[src/rtl/mul_div_unit_pkg.sv]
// Shared definitions for the multi-cycle multiply/divide unit: op and state
// encodings, default width and small op-decode helpers.
package mul_div_unit_pkg;

  localparam int DATA_WIDTH_DEF = 32;

  typedef enum logic [2:0] {
    MDU_MUL   = 3'b000,
    MDU_MULH  = 3'b001,
    MDU_MULHU = 3'b010,
    MDU_MULX  = 3'b011,
    MDU_DIV   = 3'b100,
    MDU_DIVU  = 3'b101,
    MDU_REM   = 3'b110,
    MDU_REMU  = 3'b111
  } mduOp_e;

  typedef enum logic [1:0] {
    IDLE = 2'b00,
    CALC = 2'b01,
    FIX  = 2'b10,
    DONE = 2'b11
  } mduState_e;

  function automatic logic isDivOp(input mduOp_e op);
    return op[2];
  endfunction

  // Only these ops interpret operands as two's complement; 011 falls back to MUL.
  function automatic logic isSignedOp(input mduOp_e op);
    return (op == MDU_MULH) || (op == MDU_DIV) || (op == MDU_REM);
  endfunction

endpackage

[src/rtl/mul_div_unit_div_step.sv]
// One restoring-division iteration on a {rem,quot} register: shift left,
// trial-subtract the divisor from the remainder, set the quotient bit on success.
module mul_div_unit_div_step
  import mul_div_unit_pkg::*;
#(
  parameter int DATA_WIDTH = DATA_WIDTH_DEF
) (
  input  logic [2*DATA_WIDTH-1:0] remQuot,
  input  logic [DATA_WIDTH-1:0]   divisor,
  output logic [2*DATA_WIDTH-1:0] remQuotNext
);

  logic [DATA_WIDTH:0]   remShift;
  logic [DATA_WIDTH-1:0] remDiff;

  always_comb begin
    // Remainder is always below the divisor, so the shifted value needs one extra bit.
    remShift = remQuot[2*DATA_WIDTH-1:DATA_WIDTH-1];
    remDiff  = remShift[DATA_WIDTH-1:0] - divisor;
    if (remShift >= {1'b0, divisor}) begin
      remQuotNext = {remDiff, remQuot[DATA_WIDTH-2:0], 1'b1};
    end else begin
      remQuotNext = {remShift[DATA_WIDTH-1:0], remQuot[DATA_WIDTH-2:0], 1'b0};
    end
  end

endmodule

[src/rtl/mul_div_unit.sv]
// Multi-cycle integer multiply/divide unit: one bit per cycle on magnitudes,
// sign and divide-by-zero fix-up in a single FIX cycle, valid/ready on both sides.
module mul_div_unit
  import mul_div_unit_pkg::*;
#(
  parameter int DATA_WIDTH = DATA_WIDTH_DEF
) (
  input  logic                  clk,
  input  logic                  resetn,
  input  logic                  in_valid,
  output logic                  in_ready,
  input  logic [DATA_WIDTH-1:0] A,
  input  logic [DATA_WIDTH-1:0] B,
  input  logic [2:0]            MDUop,
  output logic                  out_valid,
  input  logic                  out_ready,
  output logic [DATA_WIDTH-1:0] Result,
  output logic                  DivZero
);

  localparam int W     = DATA_WIDTH;
  localparam int CNT_W = $clog2(W);

  mduState_e        stateQ, stateD;
  logic [CNT_W-1:0] counter;
  mduOp_e           opQ, opIn;
  logic [W-1:0]     aRaw, opnd, addend, resFix;
  logic             sA, sB, dzFix, accept, opSigned;
  logic [2*W-1:0]   acc, accMul, accDiv, prodFixed;
  logic [W:0]       mulSum;

  function automatic logic [W-1:0] magnitude(input logic signed [W-1:0] v, input logic isSigned);
    return (isSigned && (v < 0)) ? $unsigned(-v) : $unsigned(v);
  endfunction

  function automatic logic [W-1:0] applySign(input logic [W-1:0] mag, input logic neg);
    return neg ? (~mag + 1'b1) : mag;
  endfunction

  assign opIn     = mduOp_e'(MDUop);
  assign opSigned = isSignedOp(opIn);
  assign accept   = in_valid && in_ready;

  always_comb begin
    stateD    = stateQ;
    in_ready  = 1'b0;
    out_valid = 1'b0;
    case (stateQ)
      IDLE: begin
        in_ready = 1'b1;
        if (in_valid) stateD = CALC;
      end
      CALC: if (counter == '0) stateD = FIX;
      FIX:  stateD = DONE;
      DONE: begin
        out_valid = 1'b1;
        if (out_ready) stateD = IDLE;
      end
      default: stateD = IDLE;
    endcase
  end

  mul_div_unit_div_step #(.DATA_WIDTH(W)) uDivStep (
    .remQuot    (acc),
    .divisor    (opnd),
    .remQuotNext(accDiv)
  );

  // Multiply: acc = {partial, multiplier}; add multiplicand on lsb, shift right with carry.
  always_comb begin
    addend    = acc[0] ? opnd : {W{1'b0}};
    mulSum    = {1'b0, acc[2*W-1:W]} + {1'b0, addend};
    accMul    = {mulSum, acc[W-1:1]};
    prodFixed = (sA ^ sB) ? (~acc + 1'b1) : acc;
    dzFix     = isDivOp(opQ) && (opnd == '0);
    case (opQ)
      MDU_MULH, MDU_MULHU: resFix = prodFixed[2*W-1:W];
      MDU_DIV, MDU_DIVU:   resFix = dzFix ? {W{1'b1}} : applySign(acc[W-1:0], sA ^ sB);
      MDU_REM, MDU_REMU:   resFix = dzFix ? aRaw : applySign(acc[2*W-1:W], sA);
      default:             resFix = acc[W-1:0];
    endcase
  end

  always_ff @(posedge clk or negedge resetn) begin
    if (!resetn) begin
      stateQ  <= IDLE;
      counter <= '0;
      Result  <= '0;
      DivZero <= 1'b0;
    end else begin
      stateQ <= stateD;
      if (accept) begin
        counter <= CNT_W'(W - 1);
      end else if ((stateQ == CALC) && (counter != '0)) begin
        counter <= counter - CNT_W'(1);
      end
      if (stateQ == FIX) begin
        Result  <= resFix;
        DivZero <= dzFix;
      end
    end
  end

  // Operand and accumulator registers carry no reset; they are always loaded at accept.
  always_ff @(posedge clk) begin
    if (accept) begin
      opQ  <= opIn;
      aRaw <= A;
      sA   <= opSigned & A[W-1];
      sB   <= opSigned & B[W-1];
      if (isDivOp(opIn)) begin
        opnd <= magnitude(B, opSigned);
        acc  <= {{W{1'b0}}, magnitude(A, opSigned)};
      end else begin
        opnd <= magnitude(A, opSigned);
        acc  <= {{W{1'b0}}, magnitude(B, opSigned)};
      end
    end else if (stateQ == CALC) begin
      acc <= isDivOp(opQ) ? accDiv : accMul;
    end
  end

endmodule

[config.mk]
export PLATFORM = sky130hd
export DESIGN_NAME = mul_div_unit
export DESIGN_NICKNAME = d
export VERILOG_FILES = /design/src/rtl/mul_div_unit_pkg.sv /design/src/rtl/mul_div_unit_div_step.sv /design/src/rtl/mul_div_unit.sv
export SDC_FILE = /design/constraint.sdc
export NUM_CORES = 1
export LEC_CHECK = 0
export BUFFER_PORTS_ARGS = -buffer_cell sky130_fd_sc_hd__buf_2
export CORE_ASPECT_RATIO = 1.1
export CORE_UTILIZATION = 50
export CTS_CLUSTER_SIZE = 25
export DETAILED_ROUTE_END_ITERATION = 6
export PLACE_DENSITY = 0.67
export SLEW_MARGIN = 20
export SYNTH_ARGS = -nofsm -noshare
export SYNTH_HDL_FRONTEND = slang
export SYNTH_SLANG_ARGS = --single-unit
[constraint.sdc]
create_clock -name clk -period 3.4 [get_ports clk]
set_input_delay 0.68 -clock clk [delete_from_list [all_inputs] [get_ports clk]]
set_output_delay 0.68 -clock clk [all_outputs]
set_load 0.01 [all_outputs]
# ---- After elaboration in Yosys (flattened, before gate mapping)
# Index checks and enable logic that the tools add are counted.
dict set report word_totals {
  reg_bits 173
  latchBits 0
  mem_bits_rw 0
  rom_bits 0
  out_inout_bits 35
  word_cells 82
  memories 0
}
dict set report op_classes {
  add_sub_neg 8
  mul 0
  n_div 0
  order_cmp 3
  n_eq_ne 15
  n_shift 0
  n_mux 23
  bitwise 6
  reduce_logical 17
}
# operator n
set op_table {}
lappend op_table {{64-bit two-way mux} 5}
lappend op_table {{32-bit two-way mux} 9}
lappend op_table {{32-bit case mux with 3 select lines} 1}
lappend op_table {{32-bit by 1-bit adder with 32-bit output (second input constant)} 2}
lappend op_table {{64-bit by 1-bit adder with 64-bit output (second input constant)} 1}
lappend op_table {{32-bit by 1-bit less-than comparator with 1-bit output (second input constant)} 2}
lappend op_table {{32-bit negation} 2}
lappend op_table {{32-bit NOT} 2}
lappend op_table {{64-bit NOT} 1}
lappend op_table {{32-bit by 32-bit adder with 33-bit output} 1}
lappend op_table {{33-bit by 32-bit >= comparator with 1-bit output} 1}
lappend op_table {{32-bit logical NOT} 1}
lappend op_table {{32-bit subtractor} 1}
lappend op_table {{3-bit == test (second input constant)} 6}
lappend op_table {{5-bit two-way mux} 2}
lappend op_table {{2-bit case mux with 4 select lines} 1}
lappend op_table {{3-bit by 1-bit == test with 1-bit output (second input constant)} 2}
lappend op_table {{2-bit two-way mux} 3}
lappend op_table {{2-bit != test (second input constant)} 3}
lappend op_table {{2-bit OR reduction} 3}
lappend op_table {{1-bit logical AND} 5}
lappend op_table {{5-bit logical NOT} 1}
lappend op_table {{5-bit nonzero test} 1}
lappend op_table {{5-bit by 1-bit subtractor with 5-bit output (second input constant)} 1}
lappend op_table {{other kinds (10)} 15}

# ---- Longest topological paths before layout
# Gate-level depths: netlist (run 1).
dict set report depth {
  depth_word 7
  mapped_depth 14
  ltp_nobuf 12
}

# ---- By module
# Synthesis (run 1) repeated with hierarchy kept, for this count alone.
dict set report hier_totals {
  hier_cells 1932
  hier_area_um2 16208.0
}
# mod instances cells_each area_per_inst_um2 seq_area_each_um2
set modules_own_cells {}
lappend modules_own_cells {mul_div_unit 1 1578 13644.3 4994.8}
lappend modules_own_cells {mul_div_unit_div_step 1 354 2563.7 0.0}

# ---- Worst setup path after synthesis (run 1)
# No wires, ideal clock.
dict set report synth_path {
  path_type {reg-to-reg}
  startpoint {register stateQ[0]}
  endpoint {register aRaw[0] (enable)}
  arrival_time_ps 3082
  required_time_ps 2940
  setup_slack_ps -142
  path_stages_with_launch 6
  n_path_buf 1
  synth_period_minus_slack_ps 3542
  path_cell_list {dfrtp_1 > inv_1 > ha_1 > nand2_1 > inv_1 > clkbuf_1}
}
dict set report synth_between {
  elab_chain_len 3
}
# item line_no
set synth_rtl {}
lappend synth_rtl {{start: declaration} mul_div_unit.sv:24} ;# mduState_e stateQ, stateD;
lappend synth_rtl {{start signal: assignment} mul_div_unit.sv:91} ;# stateQ <= stateD;
lappend synth_rtl {{2-bit logical NOT} mul_div_unit.sv:48} ;# case (stateQ)
lappend synth_rtl {{1-bit two-way mux} mul_div_unit.sv:48}
lappend synth_rtl {{net in_ready} mul_div_unit.sv:11} ;# output logic in_ready,
lappend synth_rtl {{1-bit logical AND} mul_div_unit.sv:42} ;# assign accept = in_valid && in_ready;
lappend synth_rtl {{net accept} mul_div_unit.sv:28} ;# logic sA, sB, dzFix, accept, opSigned;
lappend synth_rtl {{end signal: assignment} mul_div_unit.sv:108} ;# aRaw <= A;
lappend synth_rtl {{end: declaration} mul_div_unit.sv:27} ;# logic [W-1:0] aRaw, opnd, addend, resFix;
# The timed path passes the listed nets, and every way through them passes these cells.
# A chain may end at the register's enable or synchronous reset.

# ---- Final worst setup path (run 1)
dict set report layout_path {
  startpoint {register acc[32]}
  endpoint {register acc[57] (data pin)}
}
dict set report layout_between {
  elab_chain_len 5
  elab_cells_between_ends 7
  classes_between {add/sub (2); order compare (1); mux (4)}
}
# item line_no
set layout_rtl {}
lappend layout_rtl {{start: declaration} mul_div_unit.sv:29} ;# logic [2*W-1:0] acc, accMul, accDiv, prodFixed;
lappend layout_rtl {{start signal: assignment} mul_div_unit.sv:113} ;# acc <= {{W{1'b0}}, magnitude(A, opSigned)};
lappend layout_rtl {{start signal: assignment} mul_div_unit.sv:116} ;# acc <= {{W{1'b0}}, magnitude(B, opSigned)};
lappend layout_rtl {{start signal: assignment} mul_div_unit.sv:119} ;# acc <= isDivOp(opQ) ? accDiv : accMul;
lappend layout_rtl {{32-bit subtractor or 33-bit by 32-bit >= comparator with 1-bit output (tied branches)} {mul_div_unit_div_step.sv:19, mul_div_unit_div_step.sv:20}}
lappend layout_rtl {{64-bit two-way mux} mul_div_unit_div_step.sv:20} ;# if (remShift >= {1'b0, divisor}) begin
lappend layout_rtl {{64-bit two-way mux (*)} mul_div_unit.sv:119}
lappend layout_rtl {{64-bit two-way mux (*)} mul_div_unit.sv:118} ;# end else if (stateQ == CALC) begin
lappend layout_rtl {{64-bit two-way mux (*)} mul_div_unit.sv:106} ;# if (accept) begin
# Mark *: on every way between the ends. The rest lies on a longest branch, timed or not. The select of a mux whose other input is x is not followed.

==> results of run 1 <==
routing by layer:
layer,part of all wire,GRT usage,up-vias
met5,0.00049,0,-
met4,0.051,0.175,4
met3,0.067,0.0458,140
met2,0.46,0.566,717
met1,0.42,0.465,7442
li1,-,-,7271
final cells by class:
class                   count  area (sq um)
diodes                      3          7.51
clock buffers              19           433
clock inverters            13           223
fillers                  2745         11900
inverters                  78           295
multi-input cells        1504         10100
flip-flops and latches    173          4990
well taps                 414           518
repair buffers            297          2110
final timing paths:
check                                from    endpoint  slack (ns)  depth (start not counted)
worst min-delay path               resetn  Result[26]        0.37                          1
max in group asynchronous          resetn   Result[0]        2.42                          1
worst max register to register    acc[32]     acc[57]       0.007                         13
worst max-delay path              acc[32]     acc[57]       0.007                         13
min in group clk                 MDUop[1]      opQ[1]        0.43                          1
worst min register to register  Result[6]   Result[6]        0.49                          2
report_power, final:
group | leakage (nW) | switching, W | total, W | internal (W)
clock | 0.320 | 0.000934 | 0.00226 | 0.00133
sequential | 1.71 | 0.000697 | 0.00422 | 0.00352
combinational | 5.76 | 0.00734 | 0.0128 | 0.00544
stage by stage:
stage | hold slack, ns | power (W)
2_1_floorplan | 0.384 | 0.0121
3_3_place_gp | 0.471 | 0.0161
3_5_place_dp | 0.479 | 0.0163
4_1_cts | 0.397 | 0.0186
5_1_grt | 0.422 | 0.0205
6_report | 0.368 | 0.0193
registers in the layout (all words and copies together), names as in the netlist:
| register | flops |
|---|---|
| DivZero | 1 |
| Result | 32 |
| aRaw | 32 |
| acc | 64 |
| counter | 5 |
| opQ | 3 |
| opnd | 32 |
| sA | 1 |
| sB | 1 |
| stateQ | 2 |
cells by family after synthesis:
kind of cell             Yosys count  share of synthesized area
AND/OR/NAND/NOR                  576                      0.175
adder cells (fa/ha/maj)           76                     0.0617
XOR/XNOR                         177                     0.0990
AO/OA/AOI/OAI                    564                      0.225
multiplexers                     111                     0.0714
buffers and inverters            195                     0.0483
flip-flops                       173                      0.319
worst reg2reg max path: stages (launching register included):
cell and delay (ns):
edfxtp_1 0.46, buf_4 0.18, ha_1 0.29, nand2b_1 0.09, a211oi_2 0.27, o211a_1 0.23
o311ai_1 0.09, buf_4 0.17, a211o_1 0.35, a31oi_4 0.23, a21o_4 0.22, buf_4 0.18
mux2i_1 0.25, a21oi_1 0.10
synth_stat cells (16+ instances only):
| cell type | count |
|---|---|
| nor2_1 | 184 |
| o21ai_0 | 176 |
| nand2_1 | 170 |
| a21oi_1 | 161 |
| edfxtp_1 | 133 |
| mux2i_1 | 105 |
| clkbuf_1 | 97 |
| xnor2_1 | 92 |
| xor2_1 | 85 |
| inv_1 | 78 |
| ha_1 | 74 |
| nor3_1 | 41 |
| dfrtp_1 | 40 |
| a21o_1 | 29 |
| nand3_1 | 28 |
| a211oi_1 | 25 |
| o31ai_1 | 24 |
| nor4_1 | 23 |
| a31oi_1 | 21 |
| a221oi_1 | 17 |
| nand2b_1 | 16 |
repair_timing:
action,CTS,global route
gates cloned,0,2
buffers inserted,0,7
pin swaps,0,1
setup endpoints to repair,2,41
gates resized for setup,2,34
==> results.ini, run 1 <==
[floorplan]
core_sq_mm=0.0306
std_cell_rows=67
die_w_microns=171
io_pins=106
start_util=0.512
die_area_sq_mm=0.0320
die_h_microns=188

[outcome]
outcome=complete, but fails checks
violations=design-rule violations

[clock_tree]
cts_max_level=4
clkTransAtPathRegs_ns=0.08
clock-sinks=173
root_buffer=clkbuf_16
clk_path_buf_depth=2
clock_latency_ns=0.45
cts_inserted_buffers=17
cts_hold_buf=0
cts_tree=done

[critical_path]
crit_fanout=5
crit_type=flip-flop to flip-flop
path_delay_family=compound AO/OA/AOI/OAI gates
max_stage_delay_ns=0.46
path_common_cell=buf_4
worstPathCellList=buf_4 > ha_1 > nand2b_1 > a211oi_2 > o211a_1 > o311ai_1 > buf_4 > a211o_1 > a31oi_4 > a21o_4 > buf_4 > mux2i_1 > a21oi_1
crit_required_ns=3.57
crit_arrival_ns=3.56
critPathBufInv=3
worst_setup_path_end_kind=flip-flop
startpoint_type=flip-flop
cp_slowest_cell=edfxtp_1

[global_routing]
grt_first_pass_wirelength_microns=85100
antenna_found_initial=5
grt_usage=0.353
grt_start_max_net_pins=95
grt_pass1_vias=14600
grt_overflow_total=0

[sta]
final.setup_skew_ns=0.0173
max_freq_mhz=295
finalSetupViolCount=0
relSlewSlack=0.370
final.setup.worst_slack_ns=0.00664
tns_ns=0
fin_crit_sh=0.998
rsz0062_at_grt=yes
worst_pin_slew_ns=0.941
drv_slew=0
fin_crit_ns=3.39
timing.final.hold_violations=0

[power]
ir_drop_mv=0.548
p_per_area_mw_per_mm2=1030
power_leakage_nw=7.79

[routing]
finalWirelength_microns=56600
vias=15600
via_per_inst=6.23
first_pass_iters=7
drcViolationCount=18
ant_nets=0
drtIter0Drc=1828
wire_per_inst_microns=22.6

[yosys]
syn_avg_cell_area_sq_um=8.36
synth_nets=2019
yosysSeqAreaShare=0.319
synthTopCellsByArea=edfxtp_1, mux2i_1, dfrtp_1
netlist_instances=1872
ys_seq_elements=173
netlist.area_leader.share=0.255
synth_cell_type_count=78
synth_edf_count=133
netlist_area_sq_mm=0.0157
ys_async_sr_fraction=0.231
ys_warn_count=0
synthFlopType=edfxtp_1
synth_area_leader_cell=edfxtp_1

[finish]
final_area_sq_mm=0.0187
mostFrequentLayoutCell=nor2_1
area_growth_pct=19.3
utilization=0.610
instances_no_fill=2501
drive_gt1_frac=0.187
layout_common_cells=nor2_1, buf_4, o21ai_0, nand2_1, a21oi_1
layout.nets=2218

[place]
routabilityCongestion=1.01
post_dp_cell_area_sq_mm=0.0177
dpl_worst_slack_ns=-0.0835
portBuffers=105
dpl.hpwl_microns=43400
placed_cells=2457

[min_path]
hp-class=primary input to asynchronous set/reset pin

[run]
cap_violations=0

(Power assumes the default switching activity.)
==> run 2, diff against run 1 <==
- PLACE_DENSITY: 0.67 -> 0.78
- SKIP_LAST_GASP: not set -> 1
==> run 2 against run 1 <==
Effect of this change: critical path type unchanged; the flow still finishes with violations (design-rule violations); sequential cell count unchanged; largest cell class unchanged; critical path depth down 2; clock power down 9.7%; largest power group unchanged; via count up 1.9%; highest routed layer is now met4.
==> results.ini, run 2 (synthesis results as in run 1) <==
[outcome]
outcome=complete, but fails checks
violations=design-rule violations

[sta]
relSlewSlack=0.309  ; -0.0617
final.setup_skew_ns=0.0218  ; +0.00446 ns
final.setup.worst_slack_ns=0.0977  ; +0.0911 ns
drv_slew=0  ; unchanged
hold_slack_ns=0.384  ; +0.0156 ns
worst_pin_slew_ns=1.03  ; +0.0909 ns
rsz0062_at_grt=yes
fin_crit_sh=0.971  ; -0.0268
max_freq_mhz=303  ; +2.8%
fin_crit_ns=3.30  ; -0.0911 ns
timing.final.hold_violations=0  ; unchanged
finalSetupViolCount=0  ; unchanged

[floorplan]
std_cell_rows=67  ; unchanged
core_sq_mm=0.0306  ; unchanged
io_pins=106  ; unchanged
start_util=0.512  ; unchanged
die_w_microns=171  ; unchanged
die_h_microns=188  ; unchanged
die_area_sq_mm=0.0320  ; unchanged

[critical_path]
startpoint_type=flip-flop
crit_type=flip-flop to flip-flop
crit_arrival_ns=3.62  ; +0.06 ns
r2r_end=Result[11]
crit_fanout=8  ; +3
worst_setup_path_end_kind=flip-flop
r2r_cells=11  ; -2
crit_required_ns=3.72  ; +0.15 ns
worstReg2RegStart=acc[0]
ff2ff_setup_slack_ns=0.1  ; +0.09 ns

[routing]
via_per_inst=6.43  ; +3.3%
drtIter0Drc=1999  ; +9.4%
finalWirelength_microns=55400  ; -2.1%
drcViolationCount=3  ; -15
first_pass_iters=7  ; unchanged
wire_per_inst_microns=22.4  ; -0.79%
vias=15900  ; +1.9%
ant_nets=0  ; unchanged

[power]
ir_drop_mv=0.448  ; -18%
fin_total_pwr_w=0.0190  ; -1.5%
p_per_area_mw_per_mm2=1030  ; about the same
power_leakage_nw=7.60  ; -2.4%

[clock_tree]
cts_tree=done
cts_inserted_buffers=17  ; unchanged
cts_hold_buf=0  ; unchanged
clkTransAtPathRegs_ns=0.09  ; about the same
clock-sinks=173  ; unchanged
cts_max_level=4  ; unchanged
root_buffer=clkbuf_16
clock_latency_ns=0.46  ; about the same
clk_path_buf_depth=2  ; unchanged

[finish]
instances_no_fill=2468  ; -1.3%
area_growth_pct=17.4
largest_register_ffs=64  ; unchanged
mostFrequentLayoutCell=nor2_1
regMostFlops=acc
layout_common_cells=nor2_1, o21ai_0, nand2_1, a21oi_1, buf_4
drive_gt1_frac=0.181  ; -0.00603
layout.nets=2188  ; -1.4%
n_fill_cell=2582  ; -5.9%
diodes=0  ; -3

[global_routing]
grt_first_pass_wirelength_microns=84300  ; -0.93%
grt_overflow_total=0  ; unchanged
grt_start_max_net_pins=65  ; -32%
grt_pass1_vias=15000  ; +2.9%
grt_usage=0.345  ; -0.00727
antenna_found_initial=0  ; -5

[place]
portBuffers=105  ; unchanged
placed_cells=2428  ; -1.2%
dpl.hpwl_microns=42300  ; -2.4%
routabilityCongestion=1.01  ; about the same
dpl_worst_slack_ns=-0.0434  ; +0.0402 ns

[min_path]
hp-class=primary input to asynchronous set/reset pin

[run]
cap_violations=0  ; unchanged

## run 2: cell types whose count changed in the layout (fill, tap and decap cells not counted), moves of 3 or more
| cell | before | now |
|---|---|---|
| clkinv_8 | 0 | 3 |
| bufinv_16 | 5 | 0 |
| a21oi_2 | 3 | 6 |
| ha_2 | 2 | 5 |
| buf_4 | 182 | 154 |
| ha_1 | 69 | 66 |
| inv_8 | 1 | 6 |
| a21oi_1 | 158 | 155 |
| diode_2 | 3 | 0 |
## run 2: metal layers
metal  track usage  part of all wire  vias to the layer above
li1              -                 -                     7206
met1         0.462              0.40                     7468
met2         0.514              0.42                     1022
met3        0.0642              0.11                      178
met4         0.211             0.066                        0
met5             0                 0                        -
## run 2: how the worst max path moves through the flow
stage / from / endpoint / cells after the start
6_report: acc[0] / Result[11] / 11
5_1_grt: acc[0] / Result[28] / 13
4_1_cts: acc[0] / Result[28] / 13
3_5_place_dp: acc[0] / Result[6] / 14
3_3_place_gp: acc[0] / Result[28] / 13
2_1_floorplan: acc[0] / acc[62] / 13
## run 2: layout make-up
cell class                 instances  area, sq um  share of cell area
multi-input combinational       1504        10100               0.552
sequential                       173         4990               0.272
timing repair buffer             267         1840               0.100
tap                              414          518              0.0282
clock buffer                      18          429              0.0233
inverter                          78          295              0.0161
clock inverter                    14          160             0.00871
## run 2: per-stage QoR
step            util  area [sq um]  TNS (ns)
2_1_floorplan      -         15700         0
3_3_place_gp   0.572         17500         0
3_5_place_dp   0.572         17500    -0.107
4_1_cts        0.593         18100   -0.0368
5_1_grt        0.601         18400   -0.0774
6_report       0.601         18400         0
## run 2: repair_timing
action | in CTS | in global routing
setup endpoints to repair | 6 | 51
setup buffers | 3 | 5
pin swaps | 1 | 15
gates resized for setup | 6 | 47
gates cloned | 0 | 0
## run 2: where the power goes
group	switching, W	internal [W]	leakage [nW]
Combinational	0.00734	0.00526	5.60
Clock	0.00105	0.000997	0.290
Sequential	0.000815	0.00353	1.71
## run 2: critical path, stage by stage, from the launching register on
cell and delay [ns]:
edfxtp_1 0.43, buf_4 0.16, buf_4 0.15, nor4_2 0.41, and3_1 0.43, and2_1 0.20
nand3_1 0.30, nor2_1 0.37, a21oi_1 0.14, xor2_1 0.20, a221oi_1 0.28, a21oi_1 0.10
==> run 3, diff against run 2 <==
- CTS_BUF_LIST: not set -> sky130_fd_sc_hd__clkbuf_4 sky130_fd_sc_hd__clkbuf_8 sky130_fd_sc_hd__clkbuf_16
==> run 3 against run 2 <==
Effect of this change: clock skew fell by 0.0043 ns; global-route usage fell by 0.059 points; combinational power barely moved; critical path depth rose by 2; the run now ends clean; critical endpoint is now Result[28]; design area barely moved; fmax fell by 1.9%; first-iteration DRC count rose by 3.9%; wire length fell by 0.21%; clock-buffer cell count did not move; register-to-register slack got worse by 0.06 ns; die area did not move.
==> results.ini, run 3 (synthesis results as in run 1) <==
[run]
cap_violations=0  ; unchanged

[finish]
drive_gt1_frac=0.182  ; +0.000487
final_area_sq_mm=0.0184  ; about the same
layout.nets=2188  ; unchanged
layout_common_cells=nor2_1, o21ai_0, nand2_1, a21oi_1, buf_4
diodes=0  ; unchanged
area_growth_pct=17.4  ; about the same
largest_register_ffs=64  ; unchanged
mostFrequentLayoutCell=nor2_1
regMostFlops=acc

[power]
fin_total_pwr_w=0.0190  ; about the same
power_leakage_nw=7.60  ; about the same
ir_drop_mv=0.450  ; +0.41%
p_per_area_mw_per_mm2=1030  ; about the same

[routing]
via_per_inst=6.45  ; +0.25%
finalWirelength_microns=55300  ; -0.21%
ant_nets=0  ; unchanged
drtIter0Drc=2077  ; +3.9%
wire_per_inst_microns=22.4  ; -0.21%
vias=15900  ; +0.25%
drcViolationCount=0  ; -3
first_pass_iters=7  ; unchanged

[floorplan]
start_util=0.512  ; unchanged
core_sq_mm=0.0306  ; unchanged
die_area_sq_mm=0.0320  ; unchanged
std_cell_rows=67  ; unchanged
die_h_microns=188  ; unchanged
die_w_microns=171  ; unchanged
io_pins=106  ; unchanged

[global_routing]
grt_overflow_total=0  ; unchanged
antenna_found_initial=0  ; unchanged
grt_usage=0.345  ; -0.000589
grt_pass1_vias=15000  ; -0.020%
grt_start_max_net_pins=65  ; unchanged
grt_first_pass_wirelength_microns=84200  ; -0.11%

[critical_path]
worst_setup_path_end_kind=flip-flop
crit_required_ns=3.71  ; about the same
crit_type=flip-flop to flip-flop
crit_fanout=3  ; -5
crit_arrival_ns=3.68  ; +0.06 ns
startpoint_type=flip-flop

[sta]
final.setup_skew_ns=0.0175  ; -0.00427 ns
finalSetupViolCount=0  ; unchanged
fin_crit_sh=0.990  ; +0.0188
worst_pin_slew_ns=1.01  ; -0.0223 ns
drv_slew=0  ; unchanged
relSlewSlack=0.324  ; +0.0150
max_freq_mhz=297  ; -1.9%
tns_ns=0  ; unchanged
rsz0062_at_grt=yes
fin_crit_ns=3.37  ; +0.0640 ns
timing.final.hold_violations=0  ; unchanged

[place]
routabilityCongestion=1.01  ; unchanged
post_dp_cell_area_sq_mm=0.0175  ; unchanged
dpl.hpwl_microns=42300  ; unchanged
portBuffers=105  ; unchanged

[outcome]
outcome=completed

[clock_tree]
cts_tree=done
clkTransAtPathRegs_ns=0.09  ; about the same
cts_inserted_buffers=17  ; unchanged
clock-sinks=173  ; unchanged
clk_path_buf_depth=2  ; unchanged
cts_max_level=4  ; unchanged
clock_latency_ns=0.45  ; about the same
root_buffer=clkbuf_16

[min_path]
hp-class=primary input to asynchronous set/reset pin

run 3: cell counts in the layout (fill, tap and decap cells not counted):
Identical to the previous run, type by type.
run 3: final timing paths:
check	startpoint	to	slack, ns	cells after the start
worst min register to register	Result[10]	Result[10]	0.50	2
worst max-delay path	acc[0]	Result[28]	0.03	13
max in group asynchronous	resetn	Result[29]	2.41	1
worst min-delay path	resetn	Result[6]	0.39	1
worst max register to register	acc[0]	Result[28]	0.03	13
min in group clk	A[9]	aRaw[9]	0.44	1
run 3: metrics by stage:
step | utilization | cells | hold WS [ns] | setup WS (ns)
global placement | 0.572 | 2428 | 0.473 | 0.00736
global route | 0.601 | 2468 | 0.448 | -0.0542
CTS | 0.593 | 2463 | 0.416 | -0.0368
detailed placement | 0.572 | 2428 | 0.481 | -0.0434
finish | 0.601 | 2468 | 0.386 | 0.0338
floorplan | - | 1872 | 0.384 | 0.0755
run 3: cell type report:
cell class | count | area (sq um)
clock inverter | 14 | 160
timing repair buffer | 267 | 1840
multi-input combinational | 1504 | 10100
sequential | 173 | 4990
tap | 414 | 518
inverter | 78 | 295
fill | 2579 | 12200
clock buffer | 18 | 433
run 3: critical path, cell delays in order, from the launching register on:
cell	delay, ns
edfxtp_1	0.43
inv_2	0.12
buf_8	0.11
ha_2	0.20
nor4b_4	0.19
buf_4	0.15
nand4_1	0.16
or3_4	0.46
or2_4	0.27
o31ai_4	0.23
xnor2_2	0.11
a222oi_1	0.53
buf_4	0.21
a31oi_1	0.07
run 3: report_power, final:
group | switching, W | internal [W] | total [W]
clock network | 0.00106 | 0.00101 | 0.00206
logic | 0.00734 | 0.00526 | 0.0126
registers | 0.000813 | 0.00353 | 0.00434
run 3: metal layers:
metal,up-vias,global-route usage,share of wire
met5,-,0,0
met4,0,0.211,0.068
met3,193,0.0642,0.11
met2,1066,0.512,0.42
met1,7456,0.462,0.40
li1,7198,-,-
run 3: repair_timing:
| action | 4_1_cts | 5_1_grt |
|---|---|---|
| setup endpoints to repair | 6 | 51 |
| pin swaps | 1 | 15 |
| gates cloned | 0 | 0 |
| hold buffers | 0 | 0 |
| buffers inserted | 3 | 5 |
| gates resized for setup | 6 | 47 |
